File: src/rtl/multi_toggle_gen_pkg.sv
// multi_toggle_gen_pkg
// Shared definitions for the multi-channel toggle generator: the controller
// state type plus the constants and step function of the optional 16-bit
// Galois LFSR (only used when MULTI_TOGGLE_GEN_LFSR_EN is defined).
package multi_toggle_gen_pkg;

    typedef enum logic [1:0] {
        IDLE = 2'd0,
        RUN  = 2'd1,
        DONE = 2'd2
    } state_t;

    localparam logic [15:0] LFSR_SEED = 16'hACE1;
    localparam logic [15:0] LFSR_TAPS = 16'hB400;

    // Right-shifting Galois LFSR: the bit shifted out selects whether the
    // tap mask is folded back into the register.
    function automatic logic [15:0] lfsrNext(input logic [15:0] cur);
        return {1'b0, cur[15:1]} ^ (cur[0] ? LFSR_TAPS : 16'h0000);
    endfunction

endpackage

File: src/rtl/multi_toggle_gen_toggle_chan.sv
// toggle_chan
// One waveform channel: captures its half-period and starting level when a
// run is loaded, then counts run cycles and flips (or, with
// MULTI_TOGGLE_GEN_LFSR_EN defined and the channel in LFSR mode, reloads
// from the shared LFSR bit) every time the counter reaches H-1.
// A captured half-period of zero freezes the channel at its starting level.
module toggle_chan #(
    parameter int CNT_W = 16
) (
    input  logic             clk,
    input  logic             reset,
    input  logic             i_load,
    input  logic             i_step,
    input  logic [CNT_W-1:0] i_half,
    input  logic             i_init,
`ifdef MULTI_TOGGLE_GEN_LFSR_EN
    input  logic             i_lfsrSel,
    input  logic             i_lfsrBit,
`endif
    output logic             o_out
);

    localparam logic [CNT_W-1:0] ONE = {{(CNT_W-1){1'b0}}, 1'b1};

    logic [CNT_W-1:0] r_half;
    logic [CNT_W-1:0] r_cnt;
    logic             r_out;
    logic             w_active;
    logic             w_terminal;
    logic             w_nextOut;
`ifdef MULTI_TOGGLE_GEN_LFSR_EN
    logic             r_lfsrSel;
`endif

    assign w_active   = (r_half != '0);
    assign w_terminal = w_active && (r_cnt == (r_half - ONE));

    // Pick the level the channel takes at its terminal count.
    always_comb begin
        w_nextOut = ~r_out;
`ifdef MULTI_TOGGLE_GEN_LFSR_EN
        if (r_lfsrSel) begin
            w_nextOut = i_lfsrBit;
        end
`endif
    end

    // Capture on load, then count and update the output on each run step.
    always_ff @(posedge clk) begin
        if (reset) begin
            r_half <= '0;
            r_cnt  <= '0;
            r_out  <= 1'b0;
`ifdef MULTI_TOGGLE_GEN_LFSR_EN
            r_lfsrSel <= 1'b0;
`endif
        end else if (i_load) begin
            r_half <= i_half;
            r_cnt  <= '0;
            r_out  <= i_init;
`ifdef MULTI_TOGGLE_GEN_LFSR_EN
            r_lfsrSel <= i_lfsrSel;
`endif
        end else if (i_step && w_active) begin
            if (w_terminal) begin
                r_cnt <= '0;
                r_out <= w_nextOut;
            end else begin
                r_cnt <= r_cnt + ONE;
            end
        end
    end

    assign o_out = r_out;

endmodule

File: src/rtl/multi_toggle_gen.sv
// multi_toggle_gen
// Runs NUM_CH independent square-wave channels for a captured number of
// cycles (or forever when run_len is zero). A start in IDLE loads every
// channel and enters RUN; the run ends normally through a one-cycle DONE
// state that pulses done, or early on abort straight back to IDLE.
// Optional feature: define MULTI_TOGGLE_GEN_LFSR_EN to add the lfsr_mode
// port and a shared 16-bit Galois LFSR that can drive selected channels.
module multi_toggle_gen
    import multi_toggle_gen_pkg::*;
#(
    parameter int NUM_CH = 3,
    parameter int CNT_W  = 16,
    parameter int RUN_W  = 16
) (
    input  logic                    clk,
    input  logic                    reset,
    input  logic                    start,
    input  logic                    abort,
    input  logic [NUM_CH*CNT_W-1:0] half_period,
    input  logic [NUM_CH-1:0]       init_val,
    input  logic [RUN_W-1:0]        run_len,
`ifdef MULTI_TOGGLE_GEN_LFSR_EN
    input  logic [NUM_CH-1:0]       lfsr_mode,
`endif
    output logic [NUM_CH-1:0]       out,
    output logic                    busy,
    output logic                    done
);

    localparam logic [RUN_W-1:0] RUN_ONE = {{(RUN_W-1){1'b0}}, 1'b1};

    state_t            r_state;
    logic [RUN_W-1:0]  r_runCnt;
    logic [RUN_W-1:0]  r_runLen;
    logic              r_busy;
    logic              r_done;
    logic              w_load;
    logic              w_step;
    logic              w_last;
    logic [NUM_CH-1:0] w_out;
`ifdef MULTI_TOGGLE_GEN_LFSR_EN
    logic [15:0]       r_lfsr;
`endif

    // A load happens only from IDLE; channels advance on every RUN edge
    // that is not aborted, so an abort leaves the outputs untouched.
    assign w_load = (r_state == IDLE) && start;
    assign w_step = (r_state == RUN) && !abort;
    assign w_last = (r_runLen != '0) && (r_runCnt == (r_runLen - RUN_ONE));

    // Controller FSM with registered busy/done and the run-length counter.
    always_ff @(posedge clk) begin
        if (reset) begin
            r_state  <= IDLE;
            r_runCnt <= '0;
            r_runLen <= '0;
            r_busy   <= 1'b0;
            r_done   <= 1'b0;
`ifdef MULTI_TOGGLE_GEN_LFSR_EN
            r_lfsr   <= LFSR_SEED;
`endif
        end else begin
            case (r_state)
                IDLE: begin
                    r_done <= 1'b0;
                    if (start) begin
                        r_runLen <= run_len;
                        r_runCnt <= '0;
                        r_busy   <= 1'b1;
                        r_state  <= RUN;
`ifdef MULTI_TOGGLE_GEN_LFSR_EN
                        r_lfsr   <= LFSR_SEED;
`endif
                    end
                end
                RUN: begin
                    if (abort) begin
                        r_busy  <= 1'b0;
                        r_state <= IDLE;
                    end else begin
                        r_runCnt <= r_runCnt + RUN_ONE;
`ifdef MULTI_TOGGLE_GEN_LFSR_EN
                        r_lfsr   <= lfsrNext(r_lfsr);
`endif
                        if (w_last) begin
                            r_busy  <= 1'b0;
                            r_done  <= 1'b1;
                            r_state <= DONE;
                        end
                    end
                end
                DONE: begin
                    r_done  <= 1'b0;
                    r_state <= IDLE;
                end
                default: begin
                    r_busy  <= 1'b0;
                    r_done  <= 1'b0;
                    r_state <= IDLE;
                end
            endcase
        end
    end

    // One counter/toggle slice per channel.
    for (genvar gi = 0; gi < NUM_CH; gi++) begin : g_chan
        toggle_chan #(
            .CNT_W(CNT_W)
        ) u_chan (
            .clk       (clk),
            .reset     (reset),
            .i_load    (w_load),
            .i_step    (w_step),
            .i_half    (half_period[gi*CNT_W +: CNT_W]),
            .i_init    (init_val[gi]),
`ifdef MULTI_TOGGLE_GEN_LFSR_EN
            .i_lfsrSel (lfsr_mode[gi]),
            .i_lfsrBit (r_lfsr[gi % 16]),
`endif
            .o_out     (w_out[gi])
        );
    end

    assign out  = w_out;
    assign busy = r_busy;
    assign done = r_done;

endmodule

File: config.mk
export PLATFORM = sky130hd
export DESIGN_NAME = multi_toggle_gen
export DESIGN_NICKNAME = d
export VERILOG_FILES = /design/src/rtl/multi_toggle_gen_pkg.sv /design/src/rtl/multi_toggle_gen_toggle_chan.sv /design/src/rtl/multi_toggle_gen.sv
export SDC_FILE = /design/constraint.sdc
export NUM_CORES = 1
export LEC_CHECK = 0
export ABC_CLOCK_PERIOD_IN_PS = 3100
export CORE_ASPECT_RATIO = 0.8
export CORE_MARGIN = 2
export CORE_UTILIZATION = 56
export DETAILED_ROUTE_END_ITERATION = 16
export GPL_TIMING_DRIVEN = 0
export PLACE_DENSITY = 0.78
export RECOVER_POWER = 100
export SETUP_SLACK_MARGIN = 0.02
export SLEW_MARGIN = 20
export SYNTH_ARGS = -nofsm -noshare
export SYNTH_HDL_FRONTEND = slang
export SYNTH_SLANG_ARGS = --single-unit
File: constraint.sdc
create_clock -name clk -period 3.1 [get_ports clk]
set_clock_uncertainty 0.1 [all_clocks]
set_input_delay 0.62 -clock clk [delete_from_list [all_inputs] [get_ports clk]]
set_output_delay 0.62 -clock clk [all_outputs]
set_load 0.05 [all_outputs]
== After elaboration in Yosys (flattened, before gate mapping) ==
Index checks and enable logic that the tools add are counted.
Storage, ports and cells
  logic and storage cells: 92
  output and inout bits: 5
  input port bits: 71
  flip-flop bits (word level): 135
Operators by class
  reductions and logical operators: 32
  eq/ne operators: 9
  bitwise gates (word level): 6
  mux-type cells: 23
  add/subtract/negate cells: 8
Operator list (number)
  16-bit 2-to-1 mux: 5
  16-bit by 1-bit adder with 16-bit output, second input constant: 4
  16-bit == test: 4
  16-bit nonzero test: 4
  16-bit by 1-bit subtractor with 16-bit output, second input constant: 4
  16-bit one-hot mux with 2 select lines: 1
  2-bit nonzero test: 7
  1-bit 2-to-1 mux: 12
  2-bit AND reduction: 6
  1-bit logical AND: 9
  2-bit 2-to-1 mux: 3
  1-bit NOT: 6
  3-bit AND reduction: 2
  2-bit != test, second input constant: 2
  2-bit one-hot mux with 2 select lines: 1
  2-bit OR reduction: 2
  3-bit != test, second input constant: 1
  1-bit one-hot mux with 3 select lines: 1
  2-bit by 1-bit == test with 1-bit output, second input constant: 1
  2-bit == test, second input constant: 1
  2-bit logical NOT: 1
  1-bit logical NOT: 1

== Logic depth before layout (Yosys ltp) ==
  depth after elaboration: 6
  depth in mapped cells: 12

== Hierarchy ==
From an unflattened synthesis, not the netlist that was laid out.
Second synthesis, totals
  cell total of the unflattened synthesis: 943
  area total of the unflattened synthesis: 8023.9 um^2
Modules (own cells, without submodules)
  toggle_chan: sequential area each 660.6 um^2, area an instance 1981.9 um^2, times used 3, cells an instance 226
  multi_toggle_gen: sequential area each 720.7 um^2, area an instance 2078.2 um^2, times used 1, cells an instance 265

== Worst setup path before layout ==
OpenSTA, ideal clock, no wires.
  path kind: register to register
  from: reg g_chan[1].u_chan.r_half[0]
  to: reg g_chan[1].u_chan.r_cnt[13]
  setup time: 0.115 ns
  slack: 0.264 ns
  clock period less this slack: 2.836 ns
  stages on the path, launching flop included: 13
  data arrival time: 2.621 ns
  cells stage by stage: dfxtp_1 inv_1 ha_1 clkbuf_1 or3b_2 nor3_2 o22ai_1 or4_1 nor4_2 or2_1 buf_4 buf_6 nor2_1
Between the ends
  cells in the longest elaborated chain, start to end: 4
Ends and longest elaborated chain
  start: declaration: line multi_toggle_gen_toggle_chan.sv:25  | logic [CNT_W-1:0] r_half;
  start signal: assignment: line multi_toggle_gen_toggle_chan.sv:58  | r_half <= i_half;
  16-bit by 1-bit subtractor with 16-bit output: line multi_toggle_gen_toggle_chan.sv:36  | assign w_terminal = w_active && (r_cnt == (r_half - ONE));
  16-bit == test: line multi_toggle_gen_toggle_chan.sv:36
  1-bit logical AND: line multi_toggle_gen_toggle_chan.sv:36
  16-bit 2-to-1 mux: line multi_toggle_gen_toggle_chan.sv:65  | if (w_terminal) begin
  end signal: assignment: line multi_toggle_gen_toggle_chan.sv:69  | r_cnt <= r_cnt + ONE;
  end: declaration: line multi_toggle_gen_toggle_chan.sv:26  | logic [CNT_W-1:0] r_cnt;
Parallel ways exist; a longest one is shown, timed or not.
A chain may end at the register's enable or synchronous reset.

== Worst setup path in the final report ==
  from: reg g_chan[2].u_chan.r_half[0]
  to: reg g_chan[2].u_chan.r_cnt[15]
Between the ends
  cells in the longest elaborated chain, start to end: 4
Ends and longest elaborated chain (line)
  start: declaration: multi_toggle_gen_toggle_chan.sv:25
  start signal: assignment: multi_toggle_gen_toggle_chan.sv:58
  16-bit by 1-bit subtractor with 16-bit output: multi_toggle_gen_toggle_chan.sv:36
  16-bit == test: multi_toggle_gen_toggle_chan.sv:36
  1-bit logical AND: multi_toggle_gen_toggle_chan.sv:36
  16-bit 2-to-1 mux: multi_toggle_gen_toggle_chan.sv:65
  end signal: assignment: multi_toggle_gen_toggle_chan.sv:69
  end: declaration: multi_toggle_gen_toggle_chan.sv:26
Parallel ways exist; a longest one is shown, timed or not.

==> reports/metrics.yaml <==
status:
  status: "finished, final reports clean"
worst_hold_path:
  hold_class: "reg2reg"
setup_path:
  worstPathCellList: "or4_1 > buf_2 > or4_4 > a211oi_2 > nor3_1 > a211oi_2 > and2_0 > buf_6 > buf_12 > nor3_2"
  cp-end-kind: "flip-flop"
  cpLargestDelayFamily: "simple AND/OR/NAND/NOR gates"
  worstPathRequired_ns: 3.29
  critical_path.most_common_cell: "a211oi_2"
  slowest_delay_ns: 0.54
  worstPathArrival_ns: 3.16
  worst-path-buf-inv: 3
  crit_path_top_delay_cell: "or4_1"
  path_max_fanout: 10
  critical_path_class: "reg2reg"
  start_kind: "flip-flop"
sta:
  setup_violations: 0
  rsz0062_at_grt: "false"
  slew_violations: 0
  tightest_slew_ns: 0.774
  tns_ns: 0
  fin_crit_sh_pct: 95.9
  post-route-min-period_ns: 2.97
  timing.slew.headroom_pct: 48.4
  fmax_ghz: 0.336
  final_hold_viol_count: 0
layout:
  drive_gt1_share_pct: 8.29
  layout.cells.most_common: "nand2_1"
  area_growth_pct: 21.3
  fin_nets: 1189
  final_util_pct: 70.3
  final_cell_mix: "nand2_1 (171), dfxtp_1 (132), nor2_1 (89)"
  diodes: 0
  multi_input_area_sq_um: 4920
  final_cells: 1302
  fillers: 1143
  seqCellArea_sq_um: 2710
global_routing:
  grt_max_degree: 17
  antenna_found_initial: 0
  overflow: 0
  grt_pass1_vias: 6944
  grt_usage_pct: 27.3
  grt_first_pass_wirelength_um: 33300
logic_synthesis:
  synth_cell_type_count: 78
  syn_nets: 1097
  synth_seq_area_share_pct: 34.1
  synth_seq_cells: 135
  syn-cell-area_sq_um: 7930
  yosys_warnings: 0
  synthCells: 1017
  synth-main-ff-cell: "dfxtp_1"
  synth_edf_count: 0
  avgSynthCellArea_sq_um: 7.80
  async_flop_share_pct: 0
clock_tree:
  htreeDepth: 4
  cts-buffers-inserted: 17
  cts_tree: "built"
  cts.sinks: 135
  path_clk_slew_ns: 0.06
  clock-root-buffer: "clkbuf_16"
  clk_latency_ns: 0.43
  cts_buffer_depth: 2
flow_run:
  max_cap_violations: 0
drt:
  drc: 0
  dr.pass1.iters: 5
  wl_per_cell_um: 15.4
  drt_wl_total_um: 20000
  antenna_left: 0
  vias: 7411
  viasPerCell: 5.69
  drt_first_iter_violations: 406
power_and_ir_drop:
  power.leakage_nw: 3.49
  vdd_drop_max_v: 0.000412
  power_w: 0.00490
  pwr_density_cell_nw_per_um2: 509
placed_design:
  portBuffers: 74
  placedCellCount: 1271
  gp_congestion: 0.925
  dp_hpwl_um: 14500
floorplanning:
  die_w_um: 137
  die_h_um: 110
  rows: 38
  pin_count: 76
  die_area_sq_um: 15100
  coreArea_sq_um: 13700
  initial_utilization_pct: 57.9
## path summary, 6_finish.rpt
kind / start / end / slack [ns] / depth (start not counted)
worst min register to register: g_chan[2].u_chan.r_half[11]$_SDFFE_PP0P_ / g_chan[2].u_chan.r_half[11]$_SDFFE_PP0P_ / 0.39 / 2
worst min-delay path: g_chan[2].u_chan.r_half[11]$_SDFFE_PP0P_ / g_chan[2].u_chan.r_half[11]$_SDFFE_PP0P_ / 0.39 / 2
worst max register to register: g_chan[2].u_chan.r_half[0]$_SDFFE_PP0P_ / g_chan[2].u_chan.r_cnt[15]$_SDFFE_PP0P_ / 0.13 / 10
worst max-delay path: g_chan[2].u_chan.r_half[0]$_SDFFE_PP0P_ / g_chan[2].u_chan.r_cnt[15]$_SDFFE_PP0P_ / 0.13 / 10
## worst reg2reg max path, stage by stage, from the launching register on
cell      delay, ns
dfxtp_1        0.36
or4_1          0.54
buf_2          0.18
or4_4          0.49
a211oi_2       0.23
nor3_1         0.09
a211oi_2       0.27
and2_0         0.22
buf_6          0.16
buf_12         0.15
nor3_2         0.04
## kinds of logic (layout without fill, tap and decap cells)
group,Yosys count,after routing,synth area share (%)
AOI/OAI and AO/OA,169,169,13.4
xor gates and xnor gates,124,124,13.7
adders and majority gates,9,9,1.42
buffers and inverters,88,193,4.95
DFF,135,135,34.1
muxes,11,11,1.40
and+or+nand+nor,481,481,31.1
## registers in the layout (all words and copies together) (netlist names)
signal and count:
r_state 2, r_runCnt 16, g_chan.u_chan.r_half 48, r_runLen 16, g_chan.u_chan.o_out 3, done 1, g_chan.u_chan.r_cnt 48, busy 1
## cell type report
| cell class | count | area share [%] |
|---|---|---|
| multi-input cells | 794 | 51.2 |
| flip-flops and latches | 135 | 28.1 |
| repair buffers | 75 | 7.76 |
| clock buffers | 20 | 4.75 |
| plain buffers | 63 | 3.16 |
| well taps | 180 | 2.34 |
| clock inverters | 12 | 1.82 |
| inverters | 23 | 0.897 |
## metal layers
| metal | global-route usage [%] | vias up | part of all wire [%] |
|---|---|---|---|
| li1 | - | 3737 | - |
| met4 | 10.3 | 0 | 1.8 |
| met5 | 0 | - | 0 |
| met1 | 38.3 | 3450 | 48 |
| met3 | 5.83 | 31 | 5.5 |
| met2 | 40.8 | 193 | 45 |
## timing repair
action,in CTS,in global routing
pin swaps,1,2
hold endpoints to repair,0,0
hold buffers,0,0
setup endpoints to repair,27,37
buffers inserted,1,0
resized for setup,4,18
## cell usage after synthesis (4+ instances only)
library cell	count	area share, %
nand4_1	28	2.2
inv_1	22	1.0
buf_1	4	0.19
a2111oi_0	4	0.44
o21ai_0	21	1.3
and2_1	4	0.32
nor3b_1	4	0.38
or3_1	5	0.39
o41ai_1	4	0.44
clkbuf_1	48	2.3
a211oi_1	5	0.47
dfxtp_1	135	34
buf_2	4	0.25
or4_1	11	1.0
xor2_1	54	6.0
nand2b_1	14	1.1
xnor2_1	70	7.7
o31ai_1	4	0.38
o21bai_1	4	0.38
buf_4	5	0.47
ha_1	9	1.4
and4_1	4	0.44
mux2i_1	10	1.3
nor4_1	17	1.3
a31oi_1	7	0.55
nand3b_1	5	0.47
nor3_2	11	1.4
nor3_1	34	2.1
nand2_1	171	8.1
nand3_1	30	1.9
a21oi_1	82	5.2
and3_1	22	1.7
nor2_1	89	4.2
## report_power, final
group,leakage [nW],switching [W],total (W),internal (W)
Clock,0.302,0.000778,0.00216,0.00138
Sequential,1.10,0.0000806,0.00188,0.00180
Combinational,2.08,0.000473,0.000856,0.000383
## through the flow
stage | cell area [sq um] | hold WS (ns) | setup WS [ns]
global route | 9620 | 0.416 | 0.0146
global placement | 8900 | 0.379 | -0.589
finish | 9620 | 0.390 | 0.127
floorplan | 7930 | 0.356 | 0.264
detailed placement | 8900 | 0.388 | -0.614
CTS | 9540 | 0.396 | 0.0698
Power figures use the tool's default switching activity.
==> RTL edit 1, RTL diff (same settings) <==
`CNT_W` is set to 16 in 2 places; all go to 14.
--- a/src/rtl/multi_toggle_gen_toggle_chan.sv
+++ b/src/rtl/multi_toggle_gen_toggle_chan.sv
@@ -5,7 +5,7 @@
 // from the shared LFSR bit) every time the counter reaches H-1.
 // A captured half-period of zero freezes the channel at its starting level.
 module toggle_chan #(
-    parameter int CNT_W = 16
+    parameter int CNT_W = 14
 ) (
     input  logic             clk,
     input  logic             reset,
--- a/src/rtl/multi_toggle_gen.sv
+++ b/src/rtl/multi_toggle_gen.sv
@@ -9,7 +9,7 @@
     import multi_toggle_gen_pkg::*;
 #(
     parameter int NUM_CH = 3,
-    parameter int CNT_W  = 16,
+    parameter int CNT_W  = 14,
     parameter int RUN_W  = 16
 ) (
     input  logic                    clk,
Ports: changed (resized half_period); port bits go from 76 to 70. No check against the original RTL was run, so the function may have changed too.
==> RTL edit 1 against the unedited design <==
Setup slack better by 0.055 ns. Power down 11%. Sequential power down 9%. Sequential cell count down 12. Die area down 13%. Via count down 16%. Final area down 12%. Sequential share of layout area up 1.1 points. Wire length down 15%. Synthesized cell count down 16%. Non-clock buffer count down 24. Synthesized area down 13%. Critical path type is now input pin to flip-flop. Critical endpoint is now g_chan[2].u_chan.r_cnt[6]$_SDFFE_PP0P_.
==> RTL edit 1: results (changes against the unedited design) <==
.. list-table::
   :header-rows: 1

   * - Metric
     - Value
   * - Result of the run
     - completed
   * - Crit path max-delay cell type
     - sky130_fd_sc_hd__or3b_1
   * - CP arrival
     - 3.12 ns (-0.04 ns)
   * - Unique masters post-synth
     - 68 (-13%)
   * - Hold path start
     - g_chan[1].u_chan.r_half[12]$_SDFFE_PP0P_
   * - Starting DRC count in detailed routing
     - 374 (-7.9%)
   * - Detailed-route wire length
     - 17050 um (-15%)
   * - IR Drop Worst-Case VDD
     - 0.4149 mV (+0.74%)
   * - Met3 Resource Use GR
     - 4.938% (-0.89 points)
   * - Met1 Usage GRT
     - 36.01% (-2.3 points)
   * - GR met2 Demand/Resource
     - 43.19% (+2.4 points)
   * - Sum of met3 wire segment lengths after detailed routing
     - 849 um (-23%)
   * - Slew @ Worst Pin
     - 0.8146 ns (+0.04013 ns)
   * - WL met2
     - 7710 um (-15%)
   * - Fraction of final layout cells sized beyond drive strength 1
     - 7.404% (-0.89 points)
   * - Reg2Reg Launch Point
     - g_chan[1].u_chan.r_half[0]$_SDFFE_PP0P_
   * - Routability congestion estimate from global placement
     - 0.8753 (-5.3%)
   * - Total routed wire length on the met1 layer
     - 8280 um (-13%)
   * - Worst slack at placement
     - -0.5332 ns (+0.08125 ns)
   * - Post-synth top cells
     - sky130_fd_sc_hd__nand2_1 (151), sky130_fd_sc_hd__dfxtp_1 (123), sky130_fd_sc_hd__nor2_1 (79)
   * - Registers with the most flip-flops
     - g_chan.u_chan.r_cnt x42, g_chan.u_chan.r_half x42
   * - Detailed placement HPWL
     - 12000 um (-17%)
   * - Sequential cell area fraction in the yosys report
     - 35.65% (+1.6 points)
   * - Wire length of the first global-routing pass
     - 27810 um (-16%)
   * - Cells taking the most area after synthesis
     - sky130_fd_sc_hd__dfxtp_1 (36%), sky130_fd_sc_hd__nand2_1 (8.2%), sky130_fd_sc_hd__xnor2_1 (8.1%), sky130_fd_sc_hd__xor2_1 (8.0%), sky130_fd_sc_hd__a21oi_1 (5.0%)
   * - Number of I/O port buffers
     - 69 (-6.8%)
## RTL edit 1: changes by cell type in the layout (fill, tap and decap cells not counted), sizes merged, moves of 10 or more
| cell | delta |
|---|---|
| nand4 | -12 |
| nor2 | -10 |
| or4 | -11 |
| clkbuf | -18 |
| nor3 | -14 |
| nand2b | -11 |
| a21oi | -13 |
| o21ai | -14 |
| dfxtp | -12 |
| nand2 | -20 |
## RTL edit 1: worst register-to-register path, delay by kind of cell (launching register included)
kind | cells | cell delay [ns]
AO/OA/AOI/OAI | 2 | 0.88
XOR/XNOR | 1 | 0.15
adder cells (fa/ha/maj) | 1 | 0.20
buffers and inverters | 2 | 0.43
flip-flops | 1 | 0.37
AND/OR/NAND/NOR | 3 | 0.62
## RTL edit 1: stage by stage
step           cell area, um^2  setup TNS [ns]  utilization (%)  instances
2_1_floorplan             6907               0                -        857
3_3_place_gp              7787          -17.63            64.27       1078
5_1_grt                   8422               0            69.51       1111
6_report                  8422               0            69.51       1111
4_1_cts                   8367               0            69.05       1110
3_5_place_dp              7787          -17.63            64.27       1078
## RTL edit 1: kinds of logic (layout without fill, tap and decap cells)
logic type               after synthesis  count (layout)  synth area share, %
AND/OR/NAND/NOR                      400             400                28.84
buffers and inverters                 63             165                4.130
XOR/XNOR                             127             127                16.11
adder cells (fa/ha/maj)               12              12                2.174
multiplexers                           8               8                1.196
AO/OA/AOI/OAI                        124             124                11.90
flip-flops                           123             123                35.65
## RTL edit 1: cell type report
| cell class | count | area (um^2) |
|---|---|---|
| Sequential cell | 123 | 2462 |
| Multi-Input combinational cell | 671 | 4227 |
| Tap cell | 152 | 190.2 |
| Inverter | 19 | 71.32 |
| Clock inverter | 14 | 123.9 |
| Clock buffer | 18 | 439.2 |
| Buffer | 44 | 210.2 |
| Fill cell | 987 | 3695 |
| Timing Repair Buffer | 70 | 698.2 |
## RTL edit 1: worst paths after layout
path / depth (start not counted) / end / slack (ns)
setup / recovery: 9 / g_chan[2].u_chan.r_cnt[6]$_SDFFE_PP0P_ / 0.18
hold / removal: 2 / g_chan[1].u_chan.r_half[12]$_SDFFE_PP0P_ / 0.39
setup reg to reg: 9 / g_chan[1].u_chan.r_cnt[3]$_SDFFE_PP0P_ / 0.21
hold reg to reg: 2 / g_chan[1].u_chan.r_half[12]$_SDFFE_PP0P_ / 0.39
## RTL edit 1: power groups by stage
stage	registers [W]	clock network (W)	logic [W]
after CTS	0.00170	0.00190	0.000737
after floorplan	0.00172	0	0.000515
final	0.00171	0.00188	0.000748
after global routing	0.00172	0.00197	0.000826
after detailed placement	0.00174	0	0.000723
after global placement	0.00174	0	0.000711
## RTL edit 1: what timing repair did
action | in CTS | in global routing
gates cloned | 0 | 0
endpoints found under the setup margin | 4 | 23
buffers inserted | 0 | 1
pin swaps | 0 | 0
resized for setup | 2 | 9
==> RTL edit 2, RTL diff (config.mk and constraints unchanged) <==
Made on the original files. Encoding of `state_t`: now one-hot (3 bits for 3 states).
--- a/src/rtl/multi_toggle_gen_pkg.sv
+++ b/src/rtl/multi_toggle_gen_pkg.sv
@@ -4,10 +4,10 @@
 // Galois LFSR (only used when MULTI_TOGGLE_GEN_LFSR_EN is defined).
 package multi_toggle_gen_pkg;
 
-    typedef enum logic [1:0] {
-        IDLE = 2'd0,
-        RUN  = 2'd1,
-        DONE = 2'd2
+    typedef enum logic [2:0] {
+        IDLE = 3'b001,
+        RUN  = 3'b010,
+        DONE = 3'b100
     } state_t;
 
     localparam logic [15:0] LFSR_SEED = 16'hACE1;
Behaviour: same outputs for any inputs over 10 cycles, from zero or initial values and one cycle with reset high; not proved beyond that.
==> RTL edit 2 against the unedited design <==
Setup slack got worse by 0.055 ns. Die area fell by 2.1%. Synthesized area fell by 2.1%. Clock power fell by 11%. Combinational power rose by 5.5%. First-iteration DRC count rose by 11%. Power fell by 3.3%. Wire length fell by 2.5%. Final area fell by 1.9%. Sequential cell count rose by 1. Count of clock-buffer cells in the layout rose by 3. Critical path type is now input pin to flip-flop. Highest routed layer unchanged.
==> RTL edit 2: results (changes against the unedited design) <==
.. list-table::
   :header-rows: 1

   * - Metric
     - Value
   * - Result of the run
     - completed
   * - Post-synth top cells
     - sky130_fd_sc_hd__nand2_1 (174), sky130_fd_sc_hd__dfxtp_1 (136), sky130_fd_sc_hd__nor2_1 (102)
   * - End point of the most critical hold path
     - r_runLen[14]$_SDFFE_PP0P_
   * - Area used by sequential logic in the layout
     - 2723 um^2 (+0.60%)
   * - Portion of netlist area occupied by mux cells
     - 2.498% (+1.1 points)
   * - Final-layout clock-cell area share
     - 5.935% (-0.63 points)
   * - Crit path max-delay cell type
     - sky130_fd_sc_hd__nor4bb_2
   * - Net Count, Synth
     - 1052 (-4.1%)
   * - Power in the clock group
     - 0.00193 W (-11%)
   * - Data-path buffer share of cell area in the final layout
     - 11.54% (+0.62 points)
   * - Detailed placement HPWL
     - 13870 um (-4.2%)
   * - Number of clock sinks
     - 136 (+0.74%)
   * - Combinational Power
     - 0.000903 W (+5.5%)
   * - Cells after DPL
     - 1227 (-3.5%)
   * - Invs w/o clock
     - 17 (-26%)
   * - Clock buffer count
     - 23 (+15%)
   * - Via count of the first global-routing pass
     - 6534 (-5.9%)
   * - Fraction of the mapped netlist area in adder cells
     - 1.450% (+0.031 points)
   * - Horizontal die dimension
     - 135.6 um (-1.0%)
   * - Reg2Reg Launch Point
     - g_chan[1].u_chan.r_half[6]$_SDFFE_PP0P_
   * - Worst r2r dst
     - g_chan[1].u_chan.r_cnt[1]$_SDFFE_PP0P_
   * - Slowest cell delay on critical path
     - 0.67 ns (+0.13 ns)
   * - Non-filler instance count after layout
     - 1268 (-2.6%)
   * - Unique masters post-synth
     - 73 (-6.4%)
   * - Fraction of area in multi-input gates
     - 50.64% (-0.52 points)
   * - Hold path start
     - r_runLen[14]$_SDFFE_PP0P_
   * - IR Drop Worst-Case VDD
     - 0.4521 mV (+9.8%)
   * - Critical Path Sink
     - g_chan[1].u_chan.r_half[14]$_SDFFE_PP0P_
   * - Compound-Gate Fraction of Synth Area
     - 10.96% (-2.4 points)
   * - Fraction of final layout cells sized beyond drive strength 1
     - 8.824% (+0.53 points)
   * - Leakage power of the design
     - 3.451 nW (-0.98%)
   * - XOR/XNOR share of the synthesized area
     - 15.00% (+1.3 points)
   * - Worst slack at placement
     - -0.5115 ns (+0.1029 ns)
   * - Routability congestion estimate from global placement
     - 0.9240 (about the same)
   * - CP startpoint
     - start
   * - Worst hold slack after final layout
     - 0.3890 ns (-0.001442 ns)
## RTL edit 2: changes by cell type in the layout (fill, tap and decap cells not counted), moves of 8 or more
cell | unedited run | this run
sky130_fd_sc_hd__o21ai_0 | 21 | 10
sky130_fd_sc_hd__and3_1 | 22 | 13
sky130_fd_sc_hd__xor2_1 | 54 | 62
sky130_fd_sc_hd__nor3_2 | 11 | 2
sky130_fd_sc_hd__nor3_1 | 34 | 23
sky130_fd_sc_hd__a21oi_1 | 82 | 73
sky130_fd_sc_hd__nor2_1 | 89 | 108
sky130_fd_sc_hd__nand4_1 | 28 | 20
sky130_fd_sc_hd__clkbuf_1 | 49 | 39
## RTL edit 2: what timing repair did
item	CTS	global route
resized for setup	6	11
setup buffers	0	9
pin swaps	0	6
gates cloned	0	1
endpoints found under the setup margin	22	33
## RTL edit 2: layer usage
layer	wire (um)	share of wire (%)	global-route usage (%)
met1	9255	47	36.70
met4	434	2.2	9.747
met3	1031	5.3	4.887
met2	8780	45	43.18
met5	0	0	0
